### src/rtl/fifo_reader.sv
// Pops words from a show-ahead FIFO into a single registered output slot with valid/ready handshake.
// Optional out_parity register enabled by defining FIFO_READER_PARITY_EN.
module fifo_reader #(
    parameter int DATA_W = 32,
    parameter int CNT_W  = 16
) (
    input  logic              clk,
    input  logic              reset,
    input  logic              enable,
    input  logic              clear,
    input  logic              fifo_empty,
    input  logic [DATA_W-1:0] fifo_data,
    output logic              fifo_pop,
    input  logic              out_ready,
    output logic              out_valid,
    output logic [DATA_W-1:0] out_data,
    output logic              busy,
    output logic [CNT_W-1:0]  words_read
`ifdef FIFO_READER_PARITY_EN
    ,
    output logic              out_parity
`endif
);

    typedef enum logic {
        IDLE  = 1'b0,
        VALID = 1'b1
    } state_t;

    state_t state, state_nxt;
    logic   load;
    logic   xfer;

    always_ff @(posedge clk or negedge reset) begin
        if (!reset) begin
            state <= IDLE;
        end else begin
            state <= state_nxt;
        end
    end

    // The slot refills in the same cycle it drains, giving one word per cycle.
    always_comb begin
        state_nxt = state;
        load      = 1'b0;
        case (state)
            IDLE: begin
                if (enable && !fifo_empty) begin
                    load      = 1'b1;
                    state_nxt = VALID;
                end
            end
            VALID: begin
                if (out_ready) begin
                    if (enable && !fifo_empty) begin
                        load = 1'b1;
                    end else begin
                        state_nxt = IDLE;
                    end
                end
            end
            default: begin
                state_nxt = IDLE;
            end
        endcase
    end

    assign fifo_pop  = load & reset;
    assign out_valid = (state == VALID);
    assign busy      = out_valid;
    assign xfer      = out_valid & out_ready;

    always_ff @(posedge clk or negedge reset) begin
        if (!reset) begin
            out_data <= '0;
        end else if (load) begin
            out_data <= fifo_data;
        end
    end

    // Clear wins over a concurrent transfer.
    always_ff @(posedge clk or negedge reset) begin
        if (!reset) begin
            words_read <= '0;
        end else if (clear) begin
            words_read <= '0;
        end else if (xfer) begin
            words_read <= words_read + CNT_W'(1);
        end
    end

`ifdef FIFO_READER_PARITY_EN
    always_ff @(posedge clk or negedge reset) begin
        if (!reset) begin
            out_parity <= 1'b0;
        end else if (load) begin
            out_parity <= ^fifo_data;
        end
    end
`endif

endmodule

### config.mk
export PLATFORM = sky130hd
export DESIGN_NAME = fifo_reader
export DESIGN_NICKNAME = d
export VERILOG_FILES = /design/src/rtl/fifo_reader.sv
export SDC_FILE = /design/constraint.sdc
export NUM_CORES = 1
export LEC_CHECK = 0
export BUFFER_PORTS_ARGS = -buffer_cell sky130_fd_sc_hd__clkbuf_2
export CAP_MARGIN = 10
export CORE_MARGIN = 1.5
export CORE_UTILIZATION = 30
export CTS_CLUSTER_SIZE = 28
export DETAILED_ROUTE_END_ITERATION = 8
export GPL_TIMING_DRIVEN = 0
export PLACE_DENSITY_LB_ADDON = 0.05
export SYNTH_ARGS = -nofsm -noshare
export SYNTH_HDL_FRONTEND = slang
export SYNTH_SLANG_ARGS = --single-unit
### constraint.sdc
create_clock -name clk -period 2.2 [get_ports clk]
set_clock_uncertainty 0.15 [all_clocks]
set_input_delay 0 -clock clk [delete_from_list [all_inputs] [get_ports clk]]
set_output_delay 0 -clock clk [all_outputs]
set_load 0.1 [all_outputs]
==> results of run 1 <==
[per-layer routing]
metal / wire length, µm / GRT usage, % / up-vias / part of all wire, %
li1: - / - / 831 / -
met1: 2240 / 17.6 / 824 / 45
met2: 2470 / 24.6 / 49 / 49
met3: 233 / 3.46 / 7 / 4.6
met4: 70 / 4.99 / 0 / 1.4
met5: 0 / 0 / - / 0
[worst max-delay path, stage by stage, from the launching register on]
cell	delay (ns)
dfrtp_2	0.42
buf_2	0.19
a21oi_4	0.26
buf_4	0.23
and2_2	0.15
clkbuf_4	0.32
[worst paths after layout]
kind	end	slack, ns	depth (start not counted)
worst max-delay path	fifo_pop	0.17	5
worst min-delay path	out_data[7]	0.11	2
worst max register to register	words_read[14]	0.25	5
worst min register to register	out_data[11]	0.36	1
max in group asynchronous	words_read[7]	1.20	3
min in group clk	out_data[14]	0.14	4
[sequential cells by signal, summed over array words and instances, names as in the netlist]
name	cells
words_read	16
busy	1
out_data	32
[Yosys cell counts (3+ instances only)]
| library cell | n | area [µm²] |
|---|---|---|
| nand4_1 | 3 | 18.8 |
| nor4_1 | 5 | 31.3 |
| o21ai_0 | 4 | 20.0 |
| inv_1 | 5 | 18.8 |
| nand3_1 | 6 | 30.0 |
| buf_2 | 5 | 25.0 |
| mux2_2 | 33 | 372 |
| xor2_1 | 3 | 26.3 |
| nor2_1 | 12 | 45.0 |
| nor3_1 | 3 | 15.0 |
| xnor2_1 | 7 | 61.3 |
| dfrtp_1 | 49 | 1230 |
| nand2_1 | 4 | 15.0 |
| a21oi_1 | 6 | 30.0 |
[area by class of cell]
cell class                      instances  area, µm²
Timing Repair Buffer                  126        843
Buffer                                  8       42.5
Clock buffer                            7       86.3
Multi-Input combinational cell        100        793
Fill cell                             630       3560
Tap cell                               80        100
Sequential cell                        49       1240
Clock inverter                          1       30.0
Inverter                                5       18.8
[stage by stage]
stage               total power, mW  instances  hold WS (ns)  cell area [µm²]  util, %
floorplan                      2.08        162        -0.446             2080        -
global placement               2.28        328        0.0819             2610     38.9
finish                         3.00        376         0.112             3160     47.0
detailed placement             2.30        329       -0.0709             2630     39.2
global route                   3.12        376         0.146             3160     47.0
CTS                            3.03        376         0.101             3150     46.9
[power by group]
| group | total [mW] | internal (mW) | switching (mW) |
|---|---|---|---|
| Clock | 0.664 | 0.371 | 0.293 |
| Combinational | 1.26 | 0.244 | 1.02 |
| Sequential | 1.07 | 1.01 | 0.0588 |
[repair_timing]
item,in CTS,in global routing
endpoints found under the setup margin,1,1
endpoints found under the hold margin,64,0
hold buffers,39,0
resized for setup,3,1
[cells by family (layout without fill, tap and decap cells)]
logic type | count (synthesis) | after routing | share of synthesized area (%)
fa+ha+maj | 1 | 1 | 0.606
buf+inv | 13 | 147 | 2.85
xor+xnor | 10 | 10 | 4.24
mux | 33 | 33 | 18.0
flops | 49 | 49 | 59.4
compound gates | 11 | 11 | 2.79
simple gates | 45 | 45 | 12.2
==> impl_metrics.csv, run 1 <==
group,metric,value,unit
status,status,"finished clean",
setup_path,crit_type,"reg2out",
die,rows,30,
clock_tree,cts_root_buf,"clkbuf_8",
die,core,0.00672,mm²
synth,syn_area,0.00207,mm²
die,dieArea,0.00739,mm²
sta,finalCriticalPeriod,2.03,ns
synth,synth_area_per_cell,12.8,µm²
job,maxCapViolCount,0,
synth,synth_ff_type,"dfrtp_1",
sta,period_share,92.4,%
setup_path,end_kind,"output pin",
cells_and_area,nets,334,
detailed_routing,drt_iter0_drc,60,
clock_tree,numCtsBuffers,5,
setup_path,cp-startpoint,"busy",
clock_tree,postCtsSetupBuffers,0,
sta,slew_headroom,54.2,%
sta,worst_slack,0.168,ns
clock_tree,cts.path.max_buffers,2,
synth,synth_cell_type_count,28,
synth,synth_edf_count,0,
die,die_h,86.0,µm
clock_tree,tritoncts,"built",
die,dieWidth,86.0,µm
detailed_routing,route.detailed.drc,0,
global_route,grt_pass1_wl,8.27,mm
hold_path,hold_class,"in2async",
global_route,overflow,0,
placement,port_buffers,86,
synth,yosys_warnings,0,
sta,rsz0062_at_grt,"false",
detailed_routing,vias,1711,
power,powerDensity,950,mW/mm²
cells_and_area,syn2layout_area_growth,52.8,%
synth,async_reset_ff_share,100,%
setup_path,cp.arrival,1.88,ns
clock_tree,clk_pin_slew,0.09,ns
sta,max_freq,492,MHz
power,irDropWorstVdd,0.606,mV
placement,place.gp.congestion,0.707,
setup_path,critical_path_required,2.05,ns
global_route,grt_util_all_layers,14.3,%
cells_and_area,final_cell_mix,"85 x clkbuf_2, 39 x dlygate4sd3_1, 37 x dfrtp_1, 33 x mux2_2",
detailed_routing,drt-vias-per-instance,4.55,
detailed_routing,first_pass_iters,4,
synth,ys_seq_area_share,59.4,%
global_route,grt_pass1_vias,1765,
die,pin_count,89,
clock_tree,htreeDepth,2,
cells_and_area,final_common_cell,"clkbuf_2",
detailed_routing,wl,5.02,mm
cells_and_area,n_antenna_cell,0,
global_route,antenna_found_initial,0,
placement,dp_slack,0.0253,ns
placement,hpwlAfterDp,3.38,mm
synth,synth.net_count,201,
power,leakage,1.45,nW
sta,maxSlewViolCount,0,
sta,fin_tns_setup,0,ns
detailed_routing,wire_per_inst,13.3,µm
global_route,grt_max_degree,28,
sta,worstMarginPinSlew,0.687,ns
synth,ys_seq_elements,49,
synth,syn_inst,162,
clock_tree,clock_latency,0.30,ns
sta,hold_violations,0,
clock_tree,cts_sinks,49,
cells_and_area,layout-drive-gt1-share,51.7,%
detailed_routing,antenna_left,0,
sta,setup_viol,0,
die,initial_utilization,30.7,%
setup_path,critical_path.max_fanout,10,
setup_path,worstSetupStartpointType,"register",
setup_path,worstReg2RegStart,"busy",
(Power assumes the default switching activity.)
==> run 2: changes to the inputs <==
clock period = 1.72 ns   (was 2.2 ns; I/O delays follow)
==> run 2 against run 1 <==
Combinational power rose by 30%. Critical path depth fell by 1. Routed wire length rose by 0.44%. Utilization rose by 4.2 points. Final area rose by 8.9%. Sequential power rose by 28%. Clock-buffer cell count did not move. Sequential cell count did not move. Sequential share of layout area fell by 2.3 points. Clock power rose by 29%. Non-clock buffer count rose by 17. Critical path type is now reg2reg.
==> impl_metrics.csv, run 2 (synthesized netlist as in run 1, its figures left out) <==
group,metric,value,unit
global_route,grt_pass1_wl,8.27,mm
global_route,grt_max_degree,27,
cells_and_area,final_util,51.2,%
cells_and_area,syn2layout_area_growth,66.4,%
sta,max_freq,589,MHz
die,core,0.00672,mm²
status,status,"finished clean",
die,die_h,86.0,µm
die,dieArea,0.00739,mm²
clock_tree,tritoncts,"built",
setup_path,end_kind,"register",
setup_path,crit_slowest_cell,"dfrtp_4",
cells_and_area,largest_reg_flops,32,
job,maxCapViolCount,0,
sta,worstMarginPinSlew,0.554,ns
power,combPwrFrac,42.3,%
global_route,grt_util_all_layers,14.2,%
power,leakage,1.56,nW
clock_tree,cts_sinks,49,
sta,worst_slack,0.0235,ns
cells_and_area,nets,351,
global_route,antenna_found_initial,0,
setup_path,crit_chain,"nand3_4, or3_4, or4_4, a21oi_2",
detailed_routing,wire_per_inst,12.8,µm
detailed_routing,route.detailed.drc,0,
clock_tree,htreeDepth,2,
detailed_routing,drt-vias-per-instance,4.51,
power,irDropWorstVdd,0.604,mV
sta,setup_viol,0,
sta,period_share,98.6,%
setup_path,cp.arrival,1.78,ns
die,pin_count,89,
cells_and_area,final_cells,393,
power,switching_power,1.76,mW
cells_and_area,layout-drive-gt1-share,59.4,%
placement,dp_slack,-0.229,ns
sta,fin_tns_setup,0,ns
setup_path,crit_type,"reg2reg",
cells_and_area,fillers,610,
detailed_routing,first_pass_iters,4,
power,switching_share,45.5,%
cells_and_area,final_common_cell,"clkbuf_2",
hold_path,hold_class,"in2async",
power,internal_power,2.11,mW
die,rows,30,
sta,finalCriticalPeriod,1.70,ns
global_route,grt_pass1_vias,1770,
clock_tree,clk_pin_slew,0.10,ns
setup_path,worstSetupStartpointType,"register",
sta,hold_violations,0,
cells_and_area,final_cell_mix,"85 x clkbuf_2, 36 x dlygate4sd3_1, 33 x mux2_2, 33 x dfrtp_1, 20 x buf_4",
sta,rsz0062_at_grt,"true",
sta,slew_headroom,63.2,%
setup_path,critical_path.max_fanout,5,
sta,maxSlewViolCount,0,
power,pwr-share-seq,35.5,%
die,dieWidth,86.0,µm
power,p_clk_share,22.1,%
power,power,3.87,mW
clock_tree,clock_latency,0.30,ns
detailed_routing,vias,1771,
cells_and_area,n_antenna_cell,0,
clock_tree,numCtsBuffers,5,
detailed_routing,antenna_left,0,
placement,dp_cells,329,
setup_path,critical_path_required,1.80,ns
die,initial_utilization,30.7,%
power,powerDensity,1120,mW/mm²
clock_tree,cts_root_buf,"clkbuf_8",
placement,port_buffers,86,
cells_and_area,regMostFlops,"out_data",
setup_path,slowest_delay,0.44,ns
detailed_routing,wl,5.04,mm
clock_tree,cts.path.max_buffers,2,
placement,place.gp.congestion,0.715,
placement,hpwlAfterDp,3.33,mm
global_route,overflow,0,
detailed_routing,drt_iter0_drc,52,
==> run 2: changes by cell type in the layout (fill, tap and decap cells not counted), sizes merged <==
cell / before / now
clkbuf: 95 / 96
buf: 7 / 26
dlygate4sd3: 39 / 36
==> run 2: cell type report <==
type | count | area [µm²] | area share (%)
Multi-Input combinational cell | 100 | 873 | 25.4
Tap cell | 80 | 100 | 2.91
Clock buffer | 7 | 86.3 | 2.51
Sequential cell | 49 | 1270 | 37.1
Buffer | 7 | 56.3 | 1.64
Clock inverter | 1 | 30.0 | 0.874
Timing Repair Buffer | 144 | 998 | 29.0
Inverter | 5 | 18.8 | 0.546
==> run 2: power by group through the flow <==
| stage | combinational, mW | clock [mW] | sequential, mW |
|---|---|---|---|
| 2_1_floorplan | 0.212 | 0 | 2.47 |
| 3_3_place_gp | 1.54 | 0 | 1.40 |
| 3_5_place_dp | 1.55 | 0 | 1.40 |
| 4_1_cts | 1.63 | 0.891 | 1.38 |
| 5_1_grt | 1.69 | 0.923 | 1.40 |
| 6_report | 1.64 | 0.855 | 1.37 |
==> run 2: through the flow <==
step	cell area [µm²]	hold slack [ns]
3_5_place_dp	2740	-0.0727
5_1_grt	3440	0.141
3_3_place_gp	2720	0.0820
6_report	3440	0.113
2_1_floorplan	2190	-0.446
4_1_cts	3390	0.113
==> run 2: what timing repair did <==
item	CTS	global route
hold endpoints to repair	62	0
gates resized for setup	6	6
hold buffers	37	0
buffers inserted	16	4
pin swaps	5	1
setup endpoints to repair	32	17
==> run 2: critical path: cells and delay by family (launching register included) <==
family           cells  cell delay, ns
flip-flops           1            0.44
AO/OA/AOI/OAI        1            0.12
AND/OR/NAND/NOR      3            0.93
==> run 2: layer usage <==
metal / vias up / track usage, % / share of wire, %
met5: - / 0 / 0
li1: 864 / - / -
met1: 850 / 17.6 / 44
met3: 4 / 3.08 / 4.8
met4: 0 / 3.96 / 0.95
met2: 53 / 24.8 / 50
==> run 2: path summary, 6_finish.rpt <==
check / startpoint / to / slack [ns] / cells after the start
hold reg to reg: out_data[0] / out_data[0] / 0.36 / 1
setup reg to reg: words_read[7] / words_read[15] / 0.02 / 4
min in group clk: enable / out_data[8] / 0.19 / 5
hold / removal: reset / words_read[4] / 0.11 / 3
setup / recovery: words_read[7] / words_read[15] / 0.02 / 4
max in group asynchronous: reset / words_read[9] / 1.14 / 3
